<file path="src/rtl/configurable_uart_pkg.sv">
// Shared definitions for the configurable UART: parity modes, FSM state
// encodings and the three-sample majority vote used by the receiver.
package configurable_uart_pkg;

  localparam logic [1:0] PAR_NONE = 2'd0;
  localparam logic [1:0] PAR_EVEN = 2'd1;
  localparam logic [1:0] PAR_ODD  = 2'd2;

  typedef enum logic [2:0] {
    RX_IDLE,
    RX_START,
    RX_DATA,
    RX_PARITY,
    RX_STOP,
    RX_WAIT_IDLE
  } rx_state_t;

  typedef enum logic [2:0] {
    TX_IDLE,
    TX_START,
    TX_DATA,
    TX_PARITY,
    TX_STOP
  } tx_state_t;

  // Two out of three samples decide the bit value.
  function automatic logic majority3(input logic a, input logic b, input logic c);
    return (a & b) | (a & c) | (b & c);
  endfunction

endpackage

</file>
<file path="src/rtl/configurable_uart_tick.sv">
// Oversample tick generator: one-cycle pulse every DIV clock cycles,
// shared by the receiver and the transmitter.
module configurable_uart_tick #(
  parameter int DIV = 2
) (
  input  logic clock,
  input  logic arst,
  output logic tick
);

  localparam int CW = $clog2(DIV);
  localparam logic [CW-1:0] CNT_LAST = CW'(DIV - 1);
  localparam logic [CW-1:0] CNT_ONE  = CW'(1);

  logic [CW-1:0] cnt_q, cnt_d;
  logic          tick_q, tick_d;

  // Free-running divider; the tick fires when the count wraps.
  always_comb begin
    tick_d = 1'b0;
    cnt_d  = cnt_q + CNT_ONE;
    if (cnt_q == CNT_LAST) begin
      cnt_d  = '0;
      tick_d = 1'b1;
    end
  end

  // Divider state.
  always_ff @(posedge clock or posedge arst) begin
    if (arst) begin
      cnt_q  <= '0;
      tick_q <= 1'b0;
    end else begin
      cnt_q  <= cnt_d;
      tick_q <= tick_d;
    end
  end

  assign tick = tick_q;

endmodule

</file>
<file path="src/rtl/configurable_uart.sv">
// Configurable UART: oversampling receiver with majority vote, parity and
// break detection, plus a transmitter with back-to-back write support.
module configurable_uart
  import configurable_uart_pkg::*;
#(
  parameter int SYSTEM_FREQ = 50_000_000,
  parameter int BAUD_RATE   = 9600,
  parameter int DATA_BITS   = 8,
  parameter int PARITY      = 0,
  parameter int STOP_BITS   = 1,
  parameter int OVERSAMPLE  = 16
) (
  input  logic                 clock,
  input  logic                 arst,
  input  logic                 rx_bit,
  output logic                 tx_bit,
  output logic [DATA_BITS-1:0] rx_value,
  output logic                 rx_value_ready,
  output logic                 rx_frame_error,
  output logic                 rx_parity_error,
  output logic                 rx_break,
  input  logic [DATA_BITS-1:0] tx_value,
  input  logic                 tx_value_write,
  output logic                 tx_value_ready,
  output logic                 tx_value_done
);

  localparam int DIV = SYSTEM_FREQ / (BAUD_RATE * OVERSAMPLE);
  localparam int SCW = $clog2(OVERSAMPLE);
  localparam logic [SCW-1:0] S_ONE  = SCW'(1);
  localparam logic [SCW-1:0] S_V0   = SCW'(OVERSAMPLE / 2 - 1);
  localparam logic [SCW-1:0] S_V1   = SCW'(OVERSAMPLE / 2);
  localparam logic [SCW-1:0] S_V2   = SCW'(OVERSAMPLE / 2 + 1);
  localparam logic [SCW-1:0] S_LAST = SCW'(OVERSAMPLE - 1);
  localparam logic [3:0]     D_LAST = 4'(DATA_BITS - 1);
  localparam logic [1:0]     PAR_MODE  = 2'(PARITY);
  localparam logic           STOP_LAST = 1'(STOP_BITS - 1);

  generate
    if (DIV < 2 || DATA_BITS < 5 || DATA_BITS > 9 || PARITY < 0 || PARITY > 2 ||
        STOP_BITS < 1 || STOP_BITS > 2 || OVERSAMPLE < 8 || OVERSAMPLE > 32 ||
        (OVERSAMPLE % 2) != 0) begin : g_param_check
      $error("configurable_uart: illegal parameter combination");
    end
  endgenerate

  logic tick;

  configurable_uart_tick #(
    .DIV (DIV)
  ) u_tick (
    .clock (clock),
    .arst  (arst),
    .tick  (tick)
  );

  // ---------------------------------------------------------------- receiver
  logic [1:0]           rx_sync_q, rx_sync_d;
  logic                 rx_prev_q, rx_prev_d;
  rx_state_t            rx_state_q, rx_state_d;
  logic [SCW-1:0]       rx_cnt_q, rx_cnt_d;
  logic [3:0]           rx_idx_q, rx_idx_d;
  logic [DATA_BITS-1:0] rx_shift_q, rx_shift_d;
  logic                 rx_v0_q, rx_v0_d, rx_v1_q, rx_v1_d;
  logic                 rx_par_q, rx_par_d;
  logic                 rx_one_q, rx_one_d;
  logic [DATA_BITS-1:0] rx_value_q, rx_value_d;
  logic                 rx_ready_q, rx_ready_d;
  logic                 rx_fe_q, rx_fe_d, rx_pe_q, rx_pe_d, rx_brk_q, rx_brk_d;
  logic                 rx_s, vote, par_calc;

  assign rx_s = rx_sync_q[1];

  // Receive FSM: edge detect, tick counting, voting and result reporting.
  always_comb begin
    rx_sync_d  = {rx_sync_q[0], rx_bit};
    rx_prev_d  = rx_s;
    rx_state_d = rx_state_q;
    rx_cnt_d   = rx_cnt_q;
    rx_idx_d   = rx_idx_q;
    rx_shift_d = rx_shift_q;
    rx_v0_d    = rx_v0_q;
    rx_v1_d    = rx_v1_q;
    rx_par_d   = rx_par_q;
    rx_one_d   = rx_one_q;
    rx_value_d = rx_value_q;
    rx_ready_d = 1'b0;
    rx_fe_d    = rx_fe_q;
    rx_pe_d    = rx_pe_q;
    rx_brk_d   = rx_brk_q;
    vote       = majority3(rx_v0_q, rx_v1_q, rx_s);
    par_calc   = (^rx_shift_q) ^ rx_par_q;
    case (rx_state_q)
      RX_IDLE: begin
        if (rx_prev_q && !rx_s) begin
          rx_state_d = RX_START;
          rx_cnt_d   = '0;
          rx_idx_d   = '0;
          rx_one_d   = 1'b0;
        end
      end
      RX_WAIT_IDLE: begin
        // Any low sample restarts the one-bit-time idle qualification.
        if (!rx_s) begin
          rx_cnt_d = '0;
        end else if (tick) begin
          if (rx_cnt_q == S_LAST) begin
            rx_state_d = RX_IDLE;
            rx_cnt_d   = '0;
          end else begin
            rx_cnt_d = rx_cnt_q + S_ONE;
          end
        end
      end
      default: begin
        if (tick) begin
          rx_cnt_d = (rx_cnt_q == S_LAST) ? '0 : rx_cnt_q + S_ONE;
          if (rx_cnt_q == S_V0) rx_v0_d = rx_s;
          if (rx_cnt_q == S_V1) rx_v1_d = rx_s;
          if (rx_cnt_q == S_V2) begin
            case (rx_state_q)
              RX_START: begin
                if (vote) begin
                  rx_state_d = RX_IDLE;
                  rx_cnt_d   = '0;
                end
              end
              RX_DATA: begin
                rx_shift_d = {vote, rx_shift_q[DATA_BITS-1:1]};
                rx_one_d   = rx_one_q | vote;
              end
              RX_PARITY: begin
                rx_par_d = vote;
                rx_one_d = rx_one_q | vote;
              end
              RX_STOP: begin
                // The frame ends at the stop-bit vote; a second stop bit looks like idle.
                rx_ready_d = 1'b1;
                rx_value_d = rx_shift_q;
                rx_fe_d    = ~vote;
                rx_brk_d   = ~vote & ~rx_one_q;
                rx_pe_d    = (PAR_MODE == PAR_EVEN) ? par_calc :
                             (PAR_MODE == PAR_ODD)  ? ~par_calc : 1'b0;
                rx_state_d = (~vote & ~rx_one_q) ? RX_WAIT_IDLE : RX_IDLE;
                rx_cnt_d   = '0;
              end
              default: ;
            endcase
          end
          if (rx_cnt_q == S_LAST) begin
            case (rx_state_q)
              RX_START: rx_state_d = RX_DATA;
              RX_DATA: begin
                if (rx_idx_q == D_LAST) begin
                  rx_state_d = (PAR_MODE == PAR_NONE) ? RX_STOP : RX_PARITY;
                end else begin
                  rx_idx_d = rx_idx_q + 4'd1;
                end
              end
              RX_PARITY: rx_state_d = RX_STOP;
              default: ;
            endcase
          end
        end
      end
    endcase
  end

  // Receiver state; the synchroniser and edge detector preset to the idle level.
  always_ff @(posedge clock or posedge arst) begin
    if (arst) begin
      rx_sync_q  <= 2'b11;
      rx_prev_q  <= 1'b1;
      rx_state_q <= RX_IDLE;
      rx_cnt_q   <= '0;
      rx_idx_q   <= '0;
      rx_shift_q <= '0;
      rx_v0_q    <= 1'b1;
      rx_v1_q    <= 1'b1;
      rx_par_q   <= 1'b0;
      rx_one_q   <= 1'b0;
      rx_value_q <= '0;
      rx_ready_q <= 1'b0;
      rx_fe_q    <= 1'b0;
      rx_pe_q    <= 1'b0;
      rx_brk_q   <= 1'b0;
    end else begin
      rx_sync_q  <= rx_sync_d;
      rx_prev_q  <= rx_prev_d;
      rx_state_q <= rx_state_d;
      rx_cnt_q   <= rx_cnt_d;
      rx_idx_q   <= rx_idx_d;
      rx_shift_q <= rx_shift_d;
      rx_v0_q    <= rx_v0_d;
      rx_v1_q    <= rx_v1_d;
      rx_par_q   <= rx_par_d;
      rx_one_q   <= rx_one_d;
      rx_value_q <= rx_value_d;
      rx_ready_q <= rx_ready_d;
      rx_fe_q    <= rx_fe_d;
      rx_pe_q    <= rx_pe_d;
      rx_brk_q   <= rx_brk_d;
    end
  end

  assign rx_value        = rx_value_q;
  assign rx_value_ready  = rx_ready_q;
  assign rx_frame_error  = rx_fe_q;
  assign rx_parity_error = rx_pe_q;
  assign rx_break        = rx_brk_q;

  // ------------------------------------------------------------- transmitter
  tx_state_t            tx_state_q, tx_state_d;
  logic [SCW-1:0]       tx_cnt_q, tx_cnt_d;
  logic [3:0]           tx_idx_q, tx_idx_d;
  logic [DATA_BITS-1:0] tx_shift_q, tx_shift_d;
  logic                 tx_par_q, tx_par_d;
  logic                 tx_stop_q, tx_stop_d;
  logic                 tx_launch_q, tx_launch_d;
  logic                 tx_bit_q, tx_bit_d;
  logic                 tx_ready_q, tx_ready_d;
  logic                 tx_done_q, tx_done_d;

  // Transmit FSM: accept in idle, align the start bit to a tick, then shift out.
  always_comb begin
    tx_state_d  = tx_state_q;
    tx_cnt_d    = tx_cnt_q;
    tx_idx_d    = tx_idx_q;
    tx_shift_d  = tx_shift_q;
    tx_par_d    = tx_par_q;
    tx_stop_d   = tx_stop_q;
    tx_launch_d = tx_launch_q;
    tx_bit_d    = tx_bit_q;
    tx_done_d   = 1'b0;
    case (tx_state_q)
      TX_IDLE: begin
        tx_bit_d = 1'b1;
        if (tx_ready_q && tx_value_write) begin
          tx_shift_d  = tx_value;
          tx_par_d    = (PAR_MODE == PAR_ODD) ? ~(^tx_value) : (^tx_value);
          tx_state_d  = TX_START;
          tx_launch_d = 1'b0;
          tx_cnt_d    = '0;
        end
      end
      default: begin
        if (tick) begin
          if (tx_state_q == TX_START && !tx_launch_q) begin
            tx_launch_d = 1'b1;
            tx_bit_d    = 1'b0;
            tx_cnt_d    = '0;
          end else if (tx_cnt_q != S_LAST) begin
            tx_cnt_d = tx_cnt_q + S_ONE;
          end else begin
            tx_cnt_d = '0;
            case (tx_state_q)
              TX_START: begin
                tx_state_d = TX_DATA;
                tx_idx_d   = '0;
                tx_bit_d   = tx_shift_q[0];
              end
              TX_DATA: begin
                if (tx_idx_q == D_LAST) begin
                  if (PAR_MODE != PAR_NONE) begin
                    tx_state_d = TX_PARITY;
                    tx_bit_d   = tx_par_q;
                  end else begin
                    tx_state_d = TX_STOP;
                    tx_bit_d   = 1'b1;
                    tx_stop_d  = 1'b0;
                  end
                end else begin
                  tx_idx_d   = tx_idx_q + 4'd1;
                  tx_shift_d = tx_shift_q >> 1;
                  tx_bit_d   = tx_shift_q[1];
                end
              end
              TX_PARITY: begin
                tx_state_d = TX_STOP;
                tx_bit_d   = 1'b1;
                tx_stop_d  = 1'b0;
              end
              TX_STOP: begin
                if (tx_stop_q == STOP_LAST) begin
                  tx_state_d = TX_IDLE;
                  tx_done_d  = 1'b1;
                end else begin
                  tx_stop_d = 1'b1;
                end
              end
              default: ;
            endcase
          end
        end
      end
    endcase
    tx_ready_d = (tx_state_d == TX_IDLE);
  end

  // Transmitter state; line idles high and no write is accepted during reset.
  always_ff @(posedge clock or posedge arst) begin
    if (arst) begin
      tx_state_q  <= TX_IDLE;
      tx_cnt_q    <= '0;
      tx_idx_q    <= '0;
      tx_shift_q  <= '0;
      tx_par_q    <= 1'b0;
      tx_stop_q   <= 1'b0;
      tx_launch_q <= 1'b0;
      tx_bit_q    <= 1'b1;
      tx_ready_q  <= 1'b0;
      tx_done_q   <= 1'b0;
    end else begin
      tx_state_q  <= tx_state_d;
      tx_cnt_q    <= tx_cnt_d;
      tx_idx_q    <= tx_idx_d;
      tx_shift_q  <= tx_shift_d;
      tx_par_q    <= tx_par_d;
      tx_stop_q   <= tx_stop_d;
      tx_launch_q <= tx_launch_d;
      tx_bit_q    <= tx_bit_d;
      tx_ready_q  <= tx_ready_d;
      tx_done_q   <= tx_done_d;
    end
  end

  assign tx_bit         = tx_bit_q;
  assign tx_value_ready = tx_ready_q;
  assign tx_value_done  = tx_done_q;

endmodule
</file>
<file path="config.mk">
export PLATFORM = sky130hd
export DESIGN_NAME = configurable_uart
export DESIGN_NICKNAME = d
export VERILOG_FILES = /design/src/rtl/configurable_uart_pkg.sv /design/src/rtl/configurable_uart_tick.sv /design/src/rtl/configurable_uart.sv
export SDC_FILE = /design/constraint.sdc
export NUM_CORES = 1
export LEC_CHECK = 0
export BUFFER_PORTS_ARGS = -buffer_cell sky130_fd_sc_hd__buf_2
export CORE_ASPECT_RATIO = 0.8
export CORE_MARGIN = 2
export CORE_UTILIZATION = 60
export DETAILED_ROUTE_END_ITERATION = 7
export GPL_TIMING_DRIVEN = 0
export PLACE_DENSITY = 0.8
export REMOVE_ABC_BUFFERS = 1
export SLEW_MARGIN = 20
export SYNTH_ARGS = -nofsm -noshare
export SYNTH_HDL_FRONTEND = slang
export SYNTH_SLANG_ARGS = --single-unit
</file>
<file path="constraint.sdc">
create_clock -name clock -period 3.05 [get_ports clock]
set_clock_uncertainty 0.2 [all_clocks]
set_input_delay 0.61 -clock clock [delete_from_list [all_inputs] [get_ports clock]]
set_output_delay 0.61 -clock clock [all_outputs]
set_load 0.05 [all_outputs]
</file>
==> reports/results.txt, run 1 <==
TNS Setup: 0 ns
Clock network power share: 34.9%
CTS tree: done
Switching Power: 0.000646 W
Relative slew slack: 53.2%
Ys flop type: dfrtp_1
Syn avg cell area: 11.1 um^2
Endpoints failing setup: 0
Hpwl dp: 4.39 mm
Area Overhead vs Synth: 10.5%
Fin Hold WS: 0.00325 ns
GR peak layer: met1
Worst Setup End Kind: flip-flop
Core Rows: 24
Slew Limit Fails: 0
Crit path DAT: 2.81 ns
Cts hold-fix bufs: 0
DRT antenna net count: 0
Post-CTS resize count: 0
R2R cell count: 4
Worst Setup Start Kind: flip-flop
VDD IR max: 0.321 mV
Placer Congestion: 0.832
Leakage: 1.84 nW
GRT Util Overall: 21.0%
H-tree Lvls: 3
Status: finished clean
Vias in the first global route: 2277
DRT Wirelength: 6.28 mm
Post-DR vias/cell: 5.89
Worst hold path type: input port to async pin
Fin. Hold Viols: 0
Met1 usage: 31.6%
Flop pwr share: 50.7%
Worst r2r src: tx_state_q[2]
CP required: 3.09 ns
Critical path class: flip-flop to flip-flop
Clock sink count: 69
Worst-Skew Late Latency: 0.35 ns
Ys Warns: 0
Top Family by Delay on Critical Path: multiplexers
Post-synth EDFFs: 0
Root buffer cell: clkbuf_8
DIE WIDTH: 89.8 um
Post-Synth Simple-Gate Area: 16.9%
Layout Nets: 363
XOR/XNOR Fraction of Synth Area: 1.49%
Fraction of registers with async set/reset: 100%
Mapped Area: 3530 um^2
Compound-gate portion of the synthesized area: 14.8%
Worst reg2reg endpoint: tx_shift_q[0]
Max Cap Violations: 0
Critical path depth: 4
Gr ovfl total: 0
Final Util: 70.2%
CP Max Fanout: 14
Router iterations before antenna repair: 4
Clock transition at path regs: 0.08 ns
Area of the core: 5560 um^2
Num ports: 27
Fraction of the mapped netlist area in adder cells: 3.12%
Reg2reg setup slack: 0.28 ns
Portion of netlist area occupied by mux cells: 10.7%
Layout cell share with drive strength beyond 1: 26.4%
Die H: 72.6 um
Fin crit share: 90.8%
WL/cell: 14.7 um
Main combinational cell family by area after synthesis: simple AND/OR/NAND/NOR gates
Post-Synthesis Cells: 319
First-pass GRT wire length: 10.8 mm
Via count: 2511
Port Buffers: 25
Sequential area share after synthesis: 49.1%
Worst Tran Pin Value: 0.683 ns
Starting density of the core: 63.5%
Internal power of the cells: 0.00138 W
Antenna fix cells: 0
Die area: 6520 um^2
Tmin final: 2.77 ns
Switching part of the total: 31.9%
Largest net degree at the start of global routing: 51
M2 GR Usage: 30.0%
Yosys reg bits: 69
Setup Fix Bufs, Post-CTS: 0
Num CTS Buffers: 9
P per Cell Area: 521 nW/um^2
RSZ-0062 raised after global routing: no
Comb power frac: 14.4%
Netlist cell types: 67
Initial antenna violation count: 0
Critical Path Slowest Stage Cell: mux2i_1
Met3 global-route usage: 5.89%
Drt drc: 0
Critical Path, Cell by Cell: nor3_4 > mux2i_1 > nand3b_4 > mux2_2
Largest buffer count on any clock path: 2
Initial DRC count: 272
CP Buf/Inv Count: 0
Max Freq: 361 MHz
CP peak stage delay: 0.66 ns
[worst max-delay path by stage]
stage | slack, ns | startpoint | endpoint
floorplan | 0.51 | arst | rx_break
global placement | -0.27 | arst | tx_idx_q[3]
detailed placement | 0.29 | tx_state_q[2] | tx_shift_q[0]
CTS | 0.30 | tx_state_q[2] | tx_shift_q[0]
global route | 0.13 | tx_state_q[2] | tx_shift_q[0]
finish | 0.28 | tx_state_q[2] | tx_shift_q[0]
[synth_stat cells (3+ instances only)]
library cell   n  area, um^2
dfrtp_1       63        1580
xnor2_1        3        26.3
a21o_1         4        30.0
inv_1         16        60.1
a211o_1        4        35.0
mux2_2        31         349
buf_2          6        30.0
o31ai_1        9        67.6
a22oi_1        3        22.5
mux2i_1        3        30.0
dfstp_2        6         158
xor2_1         3        26.3
and3_1         5        31.3
buf_4          4        30.0
nor2b_1        6        37.5
o21ai_0       18        90.1
ha_1           8         100
nand4_1        5        31.3
nand2b_1       6        37.5
nand3_1       17        85.1
nand2_1       15        56.3
clkbuf_1       3        11.3
a211oi_1       4        30.0
nor3_1        10        50.1
nor2_1        13        48.8
a21oi_1        4        20.0
[per-layer routing]
layer / vias up / part of all wire, %
li1: 1232 / -
met1: 1213 / 50
met2: 60 / 44
met3: 6 / 4.8
met4: 0 / 1.1
met5: - / 0
[state kept, by name, indices dropped and copies added (netlist names), 2 cells and up]
name,count
rx_sync_q,2
tx_idx_q,4
tx_cnt_q,4
rx_cnt_q,4
tx_shift_q,8
u_tick.cnt_q,9
rx_state_q,3
rx_shift_q,8
rx_value,8
tx_state_q,3
rx_idx_q,4
[per-stage QoR]
stage          cells  power [W]  setup slack [ns]  instance area, um^2
6_report         426    0.00203             0.281                 3900
5_1_grt          426    0.00213             0.131                 3900
4_1_cts          426    0.00204             0.296                 3900
3_5_place_dp     410    0.00133             0.291                 3710
2_1_floorplan    306    0.00125             0.510                 3460
3_3_place_gp     409    0.00131            -0.273                 3680
[placed cells by master, fill, tap and decap left out, types with 2 or more instances in the layout]
| master | count |
|---|---|
| nand4b_1 | 2 |
| and3_1 | 5 |
| nor3_1 | 10 |
| dfstp_2 | 6 |
| o211ai_1 | 2 |
| a211oi_1 | 4 |
| and3b_1 | 2 |
| clkbuf_8 | 9 |
| nand3_1 | 17 |
| a21o_1 | 4 |
| a21oi_1 | 4 |
| nor2b_1 | 6 |
| and2_1 | 2 |
| dfrtp_1 | 63 |
| nor3b_1 | 2 |
| nor2_1 | 13 |
| mux2_2 | 31 |
| xor2_1 | 3 |
| a211o_1 | 4 |
| inv_1 | 15 |
| nand4_1 | 5 |
| xnor2_1 | 3 |
| o22ai_1 | 2 |
| o21ai_1 | 2 |
| ha_1 | 8 |
| o31ai_1 | 9 |
| clkinvlp_4 | 2 |
| inv_8 | 2 |
| a22oi_1 | 3 |
| buf_2 | 25 |
| nand3b_1 | 2 |
| mux2i_1 | 3 |
| nand2_1 | 15 |
| nand2b_1 | 6 |
| inv_6 | 2 |
| nor3_4 | 2 |
| o21ai_0 | 18 |
[final cells by class]
class,count,area [um^2]
Sequential cell,69,1730
Multi-Input combinational cell,221,1660
Fill cell,411,1660
Clock inverter,7,63.8
Tap cell,78,97.6
Clock buffer,9,124
Timing Repair Buffer,26,153
Inverter,16,62.6
[power by group through the flow]
| stage | Sequential, W | Combinational (W) | Clock (W) |
|---|---|---|---|
| after floorplan | 0.00102 | 0.000228 | 0 |
| after global placement | 0.00104 | 0.000275 | 0 |
| after detailed placement | 0.00104 | 0.000290 | 0 |
| after CTS | 0.00103 | 0.000292 | 0.000722 |
| after global routing | 0.00104 | 0.000329 | 0.000766 |
| final | 0.00103 | 0.000292 | 0.000709 |
[kinds of logic after synthesis]
group / Yosys count
and+or+nand+nor: 101
other: 1
xor gates and xnor gates: 6
buffers and inverters: 29
adders and majority gates: 9
DFF: 69
AOI/OAI and AO/OA: 70
muxes: 34
No activity file was read; power rests on OpenSTA's default activity.
==> inputs of run 2 (changes only) <==
--- a/config.mk
+++ b/config.mk
@@ -8,10 +8,9 @@
 export BUFFER_PORTS_ARGS = -buffer_cell sky130_fd_sc_hd__buf_2
 export CORE_ASPECT_RATIO = 0.8
 export CORE_MARGIN = 2
-export CORE_UTILIZATION = 60
+export CORE_UTILIZATION = 40
 export DETAILED_ROUTE_END_ITERATION = 7
 export GPL_TIMING_DRIVEN = 0
-export PLACE_DENSITY = 0.8
 export REMOVE_ABC_BUFFERS = 1
 export SLEW_MARGIN = 20
 export SYNTH_ARGS = -nofsm -noshare
==> run 2 against run 1 <==
  * Combinational power about the same
  * Sequential power about the same
  * Non-clock buffer count unchanged
  * Worst setup slack worse by 0.022 ns
  * Global-route usage down 4.9 points
  * Critical path depth unchanged
  * Clock power down 2%
  * Sequential share of layout area down 0.35 points
  * Critical endpoint is now tx_shift_q[6]
==> reports/results.txt, run 2 (same netlist as run 1, synthesis figures left out) <==
P per Cell Area: 512 nW/um^2 (-1.6%)
Area of the core: 8520 um^2 (+53%)
Comb power frac: 14.6% (+0.2 points)
Setup Fix Bufs, Post-CTS: 0 (unchanged)
WL/cell: 14.5 um (-1.4%)
Fin. Hold Viols: 0 (unchanged)
GRT Util Overall: 16.2% (-4.9 points)
Router iterations before antenna repair: 4 (unchanged)
Num CTS Buffers: 9 (unchanged)
Initial antenna violation count: 0 (unchanged)
Placer Congestion: 0.805 (-3.2%)
Top Family by Delay on Critical Path: multiplexers
Post-DR vias/cell: 5.42 (-8.0%)
Largest buffer count on any clock path: 2 (unchanged)
CP peak stage delay: 0.67 ns (about the same)
Port Buffers: 25 (unchanged)
Internal power of the cells: 0.00139 W (+0.62%)
Cts hold-fix bufs: 0 (unchanged)
Starting density of the core: 41.4% (-22 points)
Fin cells: 460 (+8.0%)
CP Buf/Inv Count: 0 (unchanged)
Max Freq: 358 MHz (-0.79%)
Clock transition at path regs: 0.08 ns (about the same)
Relative slew slack: 52.2% (-0.91 points)
Die area: 9600 um^2 (+47%)
H-tree Lvls: 3 (unchanged)
CP required: 3.09 ns (about the same)
Most common cell after layout, fill and taps aside: dfrtp_1
Core Rows: 30 (+25%)
Leakage: 1.84 nW (-0.23%)
Commonest cells after routing, fill and taps aside: dfrtp_1, mux2_2, buf_2, o21ai_0, nand3_1
DIE WIDTH: 109 um (+21%)
Worst Tran Pin Value: 0.696 ns (+0.0133 ns)
DRT antenna net count: 0 (unchanged)
Via count: 2495 (-0.64%)
Place WS: 0.234 ns (-0.0564 ns)
Critical path class: flip-flop to flip-flop
Initial DRC count: 111 (-59%)
Worst Setup End Kind: flip-flop
Area Overhead vs Synth: 11.3%
Largest net degree at the start of global routing: 43 (-16%)
Fin crit share: 91.5% (+0.72 points)
Flop pwr share: 51.0% (+0.3 points)
Largest register FFs: 9 (unchanged)
Switching Power: 0.000622 W (-3.8%)
Max Cap Violations: 0 (unchanged)
Post-CTS resize count: 0 (unchanged)
Largest reg by FF count: u_tick.cnt_q
Tmin final: 2.79 ns (+0.0219 ns)
Worst hold path type: input port to async pin
First-pass GRT wire length: 12.0 mm (+11%)
Root buffer cell: clkbuf_8
Gr ovfl total: 0 (unchanged)
CTS tree: done
DRT Wirelength: 6.69 mm (+6.4%)
Drt drc: 0 (unchanged)
Crit path DAT: 2.83 ns (+0.02 ns)
Antenna fix cells: 0 (unchanged)
CP Max Fanout: 14 (unchanged)
Worst Setup Start Kind: flip-flop
RSZ-0062 raised after global routing: no
Switching part of the total: 30.9% (-0.96 points)
Clock sink count: 69 (unchanged)
Die H: 88.0 um (+21%)
Cell count after placement: 444 (+8.3%)
Fillers: 793 (+93%)
VDD IR max: 0.240 mV (-25%)
Clock network power share: 34.4% (-0.5 points)
Num ports: 27 (unchanged)
Tot Pwr: 0.00201 W (-0.78%)
Layout cell share with drive strength beyond 1: 26.4% (unchanged)
Slew Limit Fails: 0 (unchanged)
Fin Hold WS: 0.0330 ns (+0.0297 ns)
Status: finished clean
Worst-Skew Late Latency: 0.35 ns (about the same)
Hpwl dp: 4.64 mm (+5.8%)
Critical Path, Cell by Cell: nor3_4 > mux2i_1 > nand3b_4 > mux2_2
Critical Path Slowest Stage Cell: mux2i_1
Vias in the first global route: 2488 (+9.3%)
TNS Setup: 0 ns (unchanged)
Endpoints failing setup: 0 (unchanged)
Layout Nets: 363 (unchanged)
Setup WS post-layout: 0.259 ns (-0.0219 ns)
## run 2: changes by cell type in the layout (fill, tap and decap cells not counted)
cell and delta:
buf_12 +1, buf_16 -1, clkbuf_8 +1, clkinv_2 +1, inv_8 -2
## run 2: power by group through the flow
stage / logic (W) / clock network (W) / registers [W]
2_1_floorplan: 0.000228 / 0 / 0.00102
3_3_place_gp: 0.000279 / 0 / 0.00104
3_5_place_dp: 0.000296 / 0 / 0.00104
4_1_cts: 0.000296 / 0.000712 / 0.00103
5_1_grt: 0.000334 / 0.000760 / 0.00104
6_report: 0.000294 / 0.000693 / 0.00103
## run 2: per-stage QoR
| step | cell area [um^2] | utilization [%] |
|---|---|---|
| 2_1_floorplan | 3460 | - |
| 3_3_place_gp | 3720 | 43.7 |
| 3_5_place_dp | 3750 | 44.0 |
| 4_1_cts | 3930 | 46.1 |
| 5_1_grt | 3930 | 46.1 |
| 6_report | 3930 | 46.1 |
## run 2: final timing paths
| kind | from | to | slack (ns) | cells after the start |
|---|---|---|---|---|
| setup / recovery | tx_state_q[2] | tx_shift_q[6] | 0.26 | 4 |
| max in group asynchronous | arst | tx_bit | 2.01 | 3 |
| setup reg to reg | tx_state_q[2] | tx_shift_q[6] | 0.26 | 4 |
| min in group clock | rx_bit | rx_sync_q[0] | 0.15 | 1 |
| hold / removal | arst | tx_shift_q[6] | 0.03 | 2 |
| hold reg to reg | rx_sync_q[0] | rx_sync_q[1] | 0.17 | 0 |
## run 2: final cells by class
class	count	area, um^2	area share (%)
Sequential cell	69	1730	44.1
Timing Repair Buffer	26	145	3.69
Inverter	16	62.6	1.59
Clock inverter	6	46.3	1.18
Clock buffer	10	138	3.50
Tap cell	112	140	3.57
Multi-Input combinational cell	221	1660	42.3
## run 2: per-layer routing
layer	vias up	share of wire, %	GRT usage, %	wire (um)
met4	0	1.3	5.71	90
met2	49	43	23.0	2880
met3	8	4.4	5.13	294
met5	-	0	0	0
li1	1222	-	-	-
met1	1216	51	23.1	3420
